$ cat src/rtl/param_delay_line.sv
// param_delay_line: parametrised delay line with per-stage valids, stall, flush, occupancy and drop statistics.
// Optional even-parity protection per stage is enabled by defining PARAM_DELAY_PARITY_EN.
module param_delay_line #(
   parameter int MSB = 3,
   parameter int LSB = 0,
   parameter int DEPTH = 3,
   parameter logic [MSB-LSB:0] RST_VAL = '0,
   parameter int CW = 8
) (
   input  logic                         clk,
   input  logic                         rst,
   input  logic                         en,
   input  logic                         flush,
   input  logic                         d_valid,
   input  logic [MSB:LSB]               d,
   output logic                         q_valid,
   output logic [MSB:LSB]               q,
   output logic [$clog2(DEPTH+1)-1:0]   occupancy,
   output logic [CW-1:0]                drop_cnt,
   output logic                         par_err
);
   localparam int OW = $clog2(DEPTH + 1);
   localparam int SW = (CW > 5 ? CW : 5) + 1;
   localparam logic [CW-1:0] DROP_MAX = {CW{1'b1}};

   logic [MSB:LSB]  data_q [DEPTH];
   logic [MSB:LSB]  data_d [DEPTH];
   logic [DEPTH-1:0] v_q, v_d;
   logic [OW-1:0]   occ_q, occ_d;
   logic [CW-1:0]   drop_q, drop_d;
   logic [4:0]      pop;
   logic [SW-1:0]   drop_sum;

   // Next stage contents: flush clears, enable shifts, otherwise hold.
   always_comb begin
      for (int i = 0; i < DEPTH; i++) data_d[i] = data_q[i];
      v_d = v_q;
      if (flush) begin
         for (int i = 0; i < DEPTH; i++) data_d[i] = RST_VAL;
         v_d = '0;
      end else if (en) begin
         data_d[0] = d;
         v_d[0] = d_valid;
         for (int i = 1; i < DEPTH; i++) begin
            data_d[i] = data_q[i-1];
            v_d[i] = v_q[i-1];
         end
      end
   end

   // Occupancy tracks entries and exits incrementally instead of recounting valids.
   always_comb begin
      occ_d = flush ? '0 : occ_q + OW'(en & d_valid) - OW'(en & v_q[DEPTH-1]);
   end

   // Flushed valid samples are added to a saturating drop counter.
   always_comb begin
      pop = '0;
      for (int i = 0; i < DEPTH; i++) pop = pop + 5'(v_q[i]);
      drop_sum = SW'(drop_q) + SW'(pop);
      drop_d = !flush ? drop_q : (drop_sum > SW'(DROP_MAX) ? DROP_MAX : drop_sum[CW-1:0]);
   end

   // Stage, occupancy and statistics registers.
   always_ff @(posedge clk) begin
      if (rst) begin
         for (int i = 0; i < DEPTH; i++) data_q[i] <= RST_VAL;
         v_q <= '0;
         occ_q <= '0;
         drop_q <= '0;
      end else begin
         for (int i = 0; i < DEPTH; i++) data_q[i] <= data_d[i];
         v_q <= v_d;
         occ_q <= occ_d;
         drop_q <= drop_d;
      end
   end

`ifdef PARAM_DELAY_PARITY_EN
   logic [DEPTH-1:0] p_q, p_d;

   // Even parity travels alongside each stage; flush reloads parity of the reset value.
   always_comb begin
      p_d = p_q;
      if (flush) p_d = {DEPTH{^RST_VAL}};
      else if (en) begin
         p_d[0] = ^d;
         for (int i = 1; i < DEPTH; i++) p_d[i] = p_q[i-1];
      end
   end

   // Parity registers.
   always_ff @(posedge clk) begin
      if (rst) p_q <= {DEPTH{^RST_VAL}};
      else p_q <= p_d;
   end

   assign par_err = v_q[DEPTH-1] & ((^data_q[DEPTH-1]) != p_q[DEPTH-1]);
`else
   assign par_err = 1'b0;
`endif

   assign q = data_q[DEPTH-1];
   assign q_valid = v_q[DEPTH-1];
   assign occupancy = occ_q;
   assign drop_cnt = drop_q;
endmodule
$ cat config.mk
export PLATFORM = sky130hd
export DESIGN_NAME = param_delay_line
export DESIGN_NICKNAME = d
export VERILOG_FILES = /design/src/rtl/param_delay_line.sv
export SDC_FILE = /design/constraint.sdc
export NUM_CORES = 1
export LEC_CHECK = 0
export ABC_AREA = 1
export BUFFER_PORTS_ARGS = -buffer_cell sky130_fd_sc_hd__buf_2
export CAP_MARGIN = 10
export CORE_ASPECT_RATIO = 1.5
export CORE_MARGIN = 2
export CORE_UTILIZATION = 37
export DETAILED_ROUTE_END_ITERATION = 7
export GPL_ROUTABILITY_DRIVEN = 1
export GPL_TIMING_DRIVEN = 1
export HOLD_SLACK_MARGIN = 0.03
export PLACE_DENSITY = 0.58
export SKIP_LAST_GASP = 1
export SLEW_MARGIN = 20
export SYNTH_ARGS = -nofsm -noshare
export SYNTH_HDL_FRONTEND = slang
export SYNTH_SLANG_ARGS = --single-unit
$ cat constraint.sdc
create_clock -name clk -period 4.31 [get_ports clk]
set_input_delay 0.862 -clock clk [delete_from_list [all_inputs] [get_ports clk]]
set_output_delay 0.862 -clock clk [all_outputs]
set_load 0.01 [all_outputs]
==> implementation parameters, run 1 <==
Parameter                              Value

Status
  Result of the run ... complete, no violations

Timing
  Number of hold violations in the final report ... 0
  Total negative slack for setup checks ... 0 ns
  Final setup fails ... 0
  RSZ-0062 raised after global routing ... no
  Count of pins over their slew limit ... 0
  Minimum clock period ... 2.20 ns
  Achievable frequency ... 0.454 GHz
  Post-route worst setup slack ... 2.11 ns
  Setup clock skew after layout ... approximately 0.0045 ns
  Worst hold slack after final layout ... 0.460 ns
  Post-route clock period utilization ... 51.1%

Layout
  End-of-flow core utilization ... between 40% and 50%
  Final design area excluding fillers ... 0.00142 mm²
  Area Growth Syn to Fin ... 10.7%
  # nets final ... 193
  Non-filler cells in the finished layout ... 219
  Diode count ... 0
  Share of post-route cells with drive strength above 1 ... 29.9%

Floorplanning
  Core Region ... 0.00335 mm²
  Number of I/O pins ... 25
  Area of the die ... approximately 0.004 mm²
  DIE WIDTH ... 52 µm
  Die span in y ... approximately 76 µm
  Effective utilization at floorplan ... 38.2%
  Std cell rows ... 26

GRT
  Number of antenna violations at the first check in global routing ... 0
  Pin count of the biggest net entering global routing ... 18
  Number of global-route vias before repair ... 1010
  Tot GR Track Use ... ~14%
  First-pass GRT wire length ... approximately 4200 µm
  GR Overflow Total ... 0

CTS
  Clock root cell ... sky130_fd_sc_hd__clkbuf_8
  Post-CTS Resized ... 0
  TritonCTS buffer count ... 3
  Maximum buffer depth of the clock tree ... 2
  Post-CTS Hold Fix Bufs ... 0
  CTS tree ... yes
  Setup Fix Bufs, Post-CTS ... 0
  Number of clock sinks ... 25
  Clock-pin slew on the worst setup and hold paths ... 0.09 ns
  H-tree level count ... 1
  Insertion delay to the later sink of the worst-skew pair ... 0.27 ns

Yosys
  Number of nets produced by synthesis ... 175
  Number of synthesized flops with an enable pin ... 0
  Flop and latch count out of synthesis ... 25
  Number of library cell types mapped by synthesis ... 29
  Gate count of the mapped netlist ... 160
  Post-synth top area share ... 39.1%
  Yosys warns ... 0
  Proportion of synthesized chip area in sequential cells ... 39.1%
  Synth area leaders ... sky130_fd_sc_hd__dfxtp_1, sky130_fd_sc_hd__nand2_1, sky130_fd_sc_hd__a21oi_2, sky130_fd_sc_hd__inv_1, sky130_fd_sc_hd__a21oi_1
  Post-synth top area cell ... sky130_fd_sc_hd__dfxtp_1
  Async SR Flop Fraction ... 0%
  Top FF cell, synth ... sky130_fd_sc_hd__dfxtp_1
  Cell Area, Synth ... approximately 0.0013 mm²
  Mapped Avg Cell Area ... 7.99 µm²

Detailed routing
  DR iter-0 viols ... 11
  Detailed-routing iteration count for the pre-antenna-repair pass ... 4
  Antenna Nets Post-Route ... 0
  Via Count ... a little over 1000
  Drt wl/cell ... 10.8 µm
  Wirelength, routed ... 2360 µm
  Vias per std cell ... 4.64
  Remaining design rule violation count ... 0

Placement
  Placed Area ... 0.00137 mm²
  Pre-CTS setup slack ... around 2.0 ns
  Placer's final routability congestion estimate ... 0.733
  Post-placement cell count ... ~220
  I/O Buffers ... 23
  Detailed-placement wirelength estimate ... ~1800 µm

Critical path
  Critical path class ... reg -> reg
  Worst setup SP type ... flop
  Critical path data required time ... approximately 4.5 ns
  Critical path arrival ... 2.40 ns
  Element type at the critical path end ... flop
  Maximum fanout along the worst path ... 5

Worst hold path
  Type of the most critical hold path ... reg -> reg

Pwr
  Final Power ... around 400 µW
  PD cells ... 285 mW/mm²
  Leakage power of the design ... 0.611 nW
  Worst ir drop on vdd ... 0.000207 V

Run
  Max-capacitance violation count ... 0
sequential cells by signal (all words and copies together), names as in the netlist:
name	flops
drop_cnt	8
data_q	12
occupancy	2
v_q	3
final timing paths:
check / start / cells after the start / slack (ns) / endpoint
min reg2reg: data_q[0][11] / 2 / 0.46 / data_q[0][11]
min: data_q[0][11] / 2 / 0.46 / data_q[0][11]
max: v_q[2] / 9 / 2.11 / drop_cnt[1]
max reg2reg: v_q[2] / 9 / 2.11 / drop_cnt[1]
worst max-delay path, cell delays in order (launching register included):
cell and delay, ns:
sky130_fd_sc_hd__dfxtp_1 0.35, sky130_fd_sc_hd__fa_1 0.54, sky130_fd_sc_hd__ha_1 0.16, sky130_fd_sc_hd__inv_1 0.05
sky130_fd_sc_hd__fa_1 0.40, sky130_fd_sc_hd__inv_1 0.11, sky130_fd_sc_hd__nand2_2 0.07, sky130_fd_sc_hd__nor2_4 0.15
sky130_fd_sc_hd__nand4_4 0.14, sky130_fd_sc_hd__a21oi_1 0.17
cell families after synthesis:
group                    after synthesis  share of synthesized area [%]
buffers and inverters                 33                           13.2
flip-flops                            25                           39.1
XOR/XNOR                               2                           1.37
other                                  1                          0.293
adder cells (fa/ha/maj)                6                           7.05
AND/OR/NAND/NOR                       67                           25.0
AO/OA/AOI/OAI                         26                           14.0
where the power goes:
part	switching (mW)	internal (mW)	total, mW
Combinational	0.0192	0.00951	0.0287
Sequential	0.00276	0.234	0.237
Clock	0.0733	0.0647	0.138
final cells by class:
type	instances	area, µm²
tap	42	52.6
clock buffer	3	41.3
timing repair buffer	23	115
fill	345	1940
inverter	23	91.3
clock inverter	1	5.00
sequential	25	500
multi-input combinational	102	609
cell usage after synthesis (2+ instances only):
cell and count:
sky130_fd_sc_hd__ha_1 4, sky130_fd_sc_hd__nor2_1 4, sky130_fd_sc_hd__o21ai_0 3, sky130_fd_sc_hd__inv_2 4, sky130_fd_sc_hd__inv_1 17, sky130_fd_sc_hd__buf_6 2
sky130_fd_sc_hd__buf_2 2, sky130_fd_sc_hd__a21oi_1 10, sky130_fd_sc_hd__a21oi_2 11, sky130_fd_sc_hd__nand2_1 49, sky130_fd_sc_hd__xnor2_1 2, sky130_fd_sc_hd__nand2_2 3
sky130_fd_sc_hd__nor2_2 2, sky130_fd_sc_hd__buf_4 6, sky130_fd_sc_hd__fa_1 2, sky130_fd_sc_hd__dfxtp_1 25, sky130_fd_sc_hd__nand3_1 2
layout by cell type (no fill, tap or decap), types with 3 or more instances in the layout:
cell type and n:
sky130_fd_sc_hd__inv_1 17, sky130_fd_sc_hd__dfxtp_1 25, sky130_fd_sc_hd__inv_2 4, sky130_fd_sc_hd__clkbuf_8 3, sky130_fd_sc_hd__a21oi_1 10, sky130_fd_sc_hd__buf_2 23
sky130_fd_sc_hd__nor2_1 4, sky130_fd_sc_hd__ha_1 4, sky130_fd_sc_hd__nand2_2 3, sky130_fd_sc_hd__o21ai_0 3, sky130_fd_sc_hd__a21oi_2 11, sky130_fd_sc_hd__nand2_1 49
routing by layer:
metal / part of all wire, % / GRT usage [%] / routed length [µm] / vias to the layer above
li1: - / - / - / 522
met1: 41 / 14.4 / 979 / 465
met2: 52 / 24.9 / 1220 / 24
met3: 4.7 / 2.75 / 111 / 5
met4: 2.1 / 7.11 / 49 / 0
met5: 0 / 0 / 0 / -
Power figures use the tool's default switching activity.
==> run 2: changes to the inputs <==
--- a/config.mk
+++ b/config.mk
@@ -15,7 +15,7 @@
 export GPL_ROUTABILITY_DRIVEN = 1
 export GPL_TIMING_DRIVEN = 1
 export HOLD_SLACK_MARGIN = 0.03
-export PLACE_DENSITY = 0.58
+export PLACE_DENSITY = 0.6
 export SKIP_LAST_GASP = 1
 export SLEW_MARGIN = 20
 export SYNTH_ARGS = -nofsm -noshare
==> constraint.sdc (replaced) <==
create_clock -name clk -period 1.8 [get_ports clk]
set_input_delay 0.36 -clock clk [delete_from_list [all_inputs] [get_ports clk]]
set_output_delay 0.36 -clock clk [all_outputs]
set_load 0.01 [all_outputs]
==> run 2 against run 1 <==
Net effect: the run now ends with negative setup slack left; clock-buffer cell count is 1 higher; combinational power grew to 2.6 times the previous value; register-to-register slack worse by 2.4 ns; non-clock buffer count is 6 higher; clock skew is 0.0027 ns lower; wire length is 0.30% lower; utilization is 2.0 points higher; sequential share of layout area is 1.5 points lower; die area stayed put; critical path type unchanged; highest routed layer unchanged.
==> implementation parameters, run 2 (synthesis results as in run 1) <==
Parameter                              Value

Run
  Max-capacitance violation count ... 0 (unchanged)

Critical path
  Critical path data required time ... 2.00 ns (was 4.51 ns)
  Critical path arrival ... 2.30 ns (was 2.40 ns)
  Critical path class ... reg -> reg (unchanged)
  Element type at the critical path end ... flop (unchanged)
  CP bufs+invs ... 2 (unchanged)
  Max stage delay on crit path ... 0.53 ns (was 0.54 ns)
  Maximum fanout along the worst path ... 5 (unchanged)
  Worst setup SP type ... flop (unchanged)
  Worst path top cell family by delay ... adder cells (unchanged)
  Cell seen most often among critical-path stages ... sky130_fd_sc_hd__inv_2
  Slowest cell on the critical path ... sky130_fd_sc_hd__fa_1 (unchanged)
  Cell Chain, Critical Path ... fa_1 > ha_2 > inv_2 > fa_2 > inv_2 > nand2_2 > nor2_4 > nand4_4 > a21oi_2 (was fa_1 > ha_1 > inv_1 > fa_1 > inv_1 > nand2_2 > nor2_4 > nand4_4 > a21oi_1)

CTS
  Maximum buffer depth of the clock tree ... 2 (unchanged)
  Insertion delay to the later sink of the worst-skew pair ... 0.26 ns (was 0.27 ns)
  TritonCTS buffer count ... 3 (unchanged)
  Number of clock sinks ... 25 (unchanged)
  CTS tree ... yes (unchanged)
  Clock root cell ... sky130_fd_sc_hd__clkbuf_8 (unchanged)
  Clock-pin slew on the worst setup and hold paths ... 0.08 ns (was 0.09 ns)
  H-tree level count ... 1 (unchanged)

Status
  Failing checks ... negative setup slack
  Result of the run ... complete, but fails checks (was complete, no violations)

Placement
  Placer's final routability congestion estimate ... 0.730 (was 0.733)
  Detailed-placement wirelength estimate ... 1840 µm (was 1830 µm)
  I/O Buffers ... 23 (unchanged)

GRT
  First-pass GRT wire length ... 4160 µm (was 4170 µm)
  Pin count of the biggest net entering global routing ... 17 (was 18)
  GR Overflow Total ... 0 (unchanged)
  Number of global-route vias before repair ... 1009 (was 1010)
  Number of antenna violations at the first check in global routing ... 0 (unchanged)
  Tot GR Track Use ... 13.5% (was 13.9%)

Detailed routing
  Wirelength, routed ... 2350 µm (was 2360 µm)
  Drt wl/cell ... 10.5 µm (was 10.8 µm)
  Remaining design rule violation count ... 0 (unchanged)
  Vias per std cell ... 4.64 (about the same)
  Antenna Nets Post-Route ... 0 (unchanged)
  Via Count ... 1043 (was 1016)
  Detailed-routing iteration count for the pre-antenna-repair pass ... 4 (unchanged)
  DR iter-0 viols ... 31 (was 11)

Timing
  Achievable frequency ... 0.477 GHz (was 0.454 GHz)
  Final setup fails ... 8 (was 0)
  RSZ-0062 raised after global routing ... yes (was no)
  Total negative slack for setup checks ... -2.04 ns (was 0 ns)
  Number of hold violations in the final report ... 0 (unchanged)
  Post-route clock period utilization ... 116% (was 51.1%)
  Count of pins over their slew limit ... 0 (unchanged)
  Post-route worst setup slack ... -0.294 ns (was 2.11 ns)
  Worst hold slack after final layout ... 0.335 ns (was 0.460 ns)
  Setup clock skew after layout ... 0.00181 ns (was 0.00450 ns)
  Minimum clock period ... 2.09 ns (was 2.20 ns)

Pwr
  Worst ir drop on vdd ... 0.000371 V (was 0.000207 V)
  PD cells ... 656 mW/mm² (was 285 mW/mm²)
  Leakage power of the design ... 0.637 nW (was 0.611 nW)

Floorplanning
  Die span in y ... 76 µm (unchanged)
  Core Region ... 0.00335 mm² (unchanged)
  DIE WIDTH ... 52 µm (unchanged)
  Number of I/O pins ... 25 (unchanged)
  Std cell rows ... 26 (unchanged)
  Area of the die ... 0.00395 mm² (unchanged)
  Effective utilization at floorplan ... 38.2% (unchanged)

Worst hold path
  Type of the most critical hold path ... in -> reg (was reg -> reg)

Layout
  Leading cell type in the layout, fill and taps excluded ... sky130_fd_sc_hd__nand2_1 (unchanged)
  Share of post-route cells with drive strength above 1 ... 36.6% (was 29.9%)
  Area Growth Syn to Fin ... 15.9% (was 10.7%)
  Number of fill cells ... 343 (was 345)
  Most frequent cells in the layout ... sky130_fd_sc_hd__nand2_1, sky130_fd_sc_hd__dfxtp_1, sky130_fd_sc_hd__buf_2, sky130_fd_sc_hd__inv_1, sky130_fd_sc_hd__a21oi_2 (unchanged)
  Flip-flop count of the largest register, all copies and words added ... 12 (unchanged)
  Register containing the most flip-flops in the final layout ... data_q (unchanged)
  # nets final ... 199 (was 193)
  Diode count ... 0 (unchanged)
## run 2: layer usage
layer	vias to the layer above	part of all wire [%]	track usage (%)
met5	-	0	0
met4	0	1.7	6.84
met3	4	4.6	2.94
met2	23	53	23.5
met1	482	41	14.7
li1	534	-	-
## run 2: metrics by stage
stage               setup WS [ns]  total power [mW]  util, %  area [µm²]  std cells
floorplan                  -0.241             0.634        -        1290        160
global placement           -0.240             0.654     42.1        1410        219
detailed placement         -0.309             0.657     42.1        1410        219
CTS                        -0.283             0.985     43.8        1470        224
global route               -0.405              1.02     44.2        1480        225
finish                     -0.294             0.973     44.2        1480        225
## run 2: worst register-to-register path, cell delays in order, from the launching register on
cell                      delay, ns
sky130_fd_sc_hd__dfxtp_2       0.34
sky130_fd_sc_hd__fa_1          0.53
sky130_fd_sc_hd__ha_2          0.18
sky130_fd_sc_hd__inv_2         0.04
sky130_fd_sc_hd__fa_2          0.34
sky130_fd_sc_hd__inv_2         0.07
sky130_fd_sc_hd__nand2_2       0.06
sky130_fd_sc_hd__nor2_4        0.15
sky130_fd_sc_hd__nand4_4       0.16
sky130_fd_sc_hd__a21oi_2       0.17
## run 2: path summary, 6_finish.rpt
check	slack, ns	startpoint	cells after the start	end
worst max register to register	-0.29	v_q[2]	9	drop_cnt[1]
worst min register to register	0.47	data_q[0][0]	2	data_q[0][0]
worst max-delay path	-0.29	v_q[2]	9	drop_cnt[1]
worst min-delay path	0.34	d[0]	3	data_q[0][0]
## run 2: final cells by class
cell class | count | area (µm²) | share of cell area, %
clock buffer | 4 | 45.0 | 3.04
inverter | 23 | 91.3 | 6.17
multi-input combinational | 102 | 631 | 42.6
sequential | 25 | 502 | 33.9
tap | 42 | 52.6 | 3.55
timing repair buffer | 29 | 160 | 10.8
## run 2: power by group
group | total [mW] | switching, mW | leakage [nW] | internal (mW)
clock network | 0.329 | 0.171 | 0.0228 | 0.158
logic | 0.0755 | 0.0479 | 0.411 | 0.0276
registers | 0.568 | 0.00630 | 0.203 | 0.561
## run 2: timing repair
item,4_1_cts,5_1_grt
pin swaps,4,0
endpoints found under the setup margin,8,8
hold buffers,0,0
setup buffers,1,1
gates resized for setup,2,2
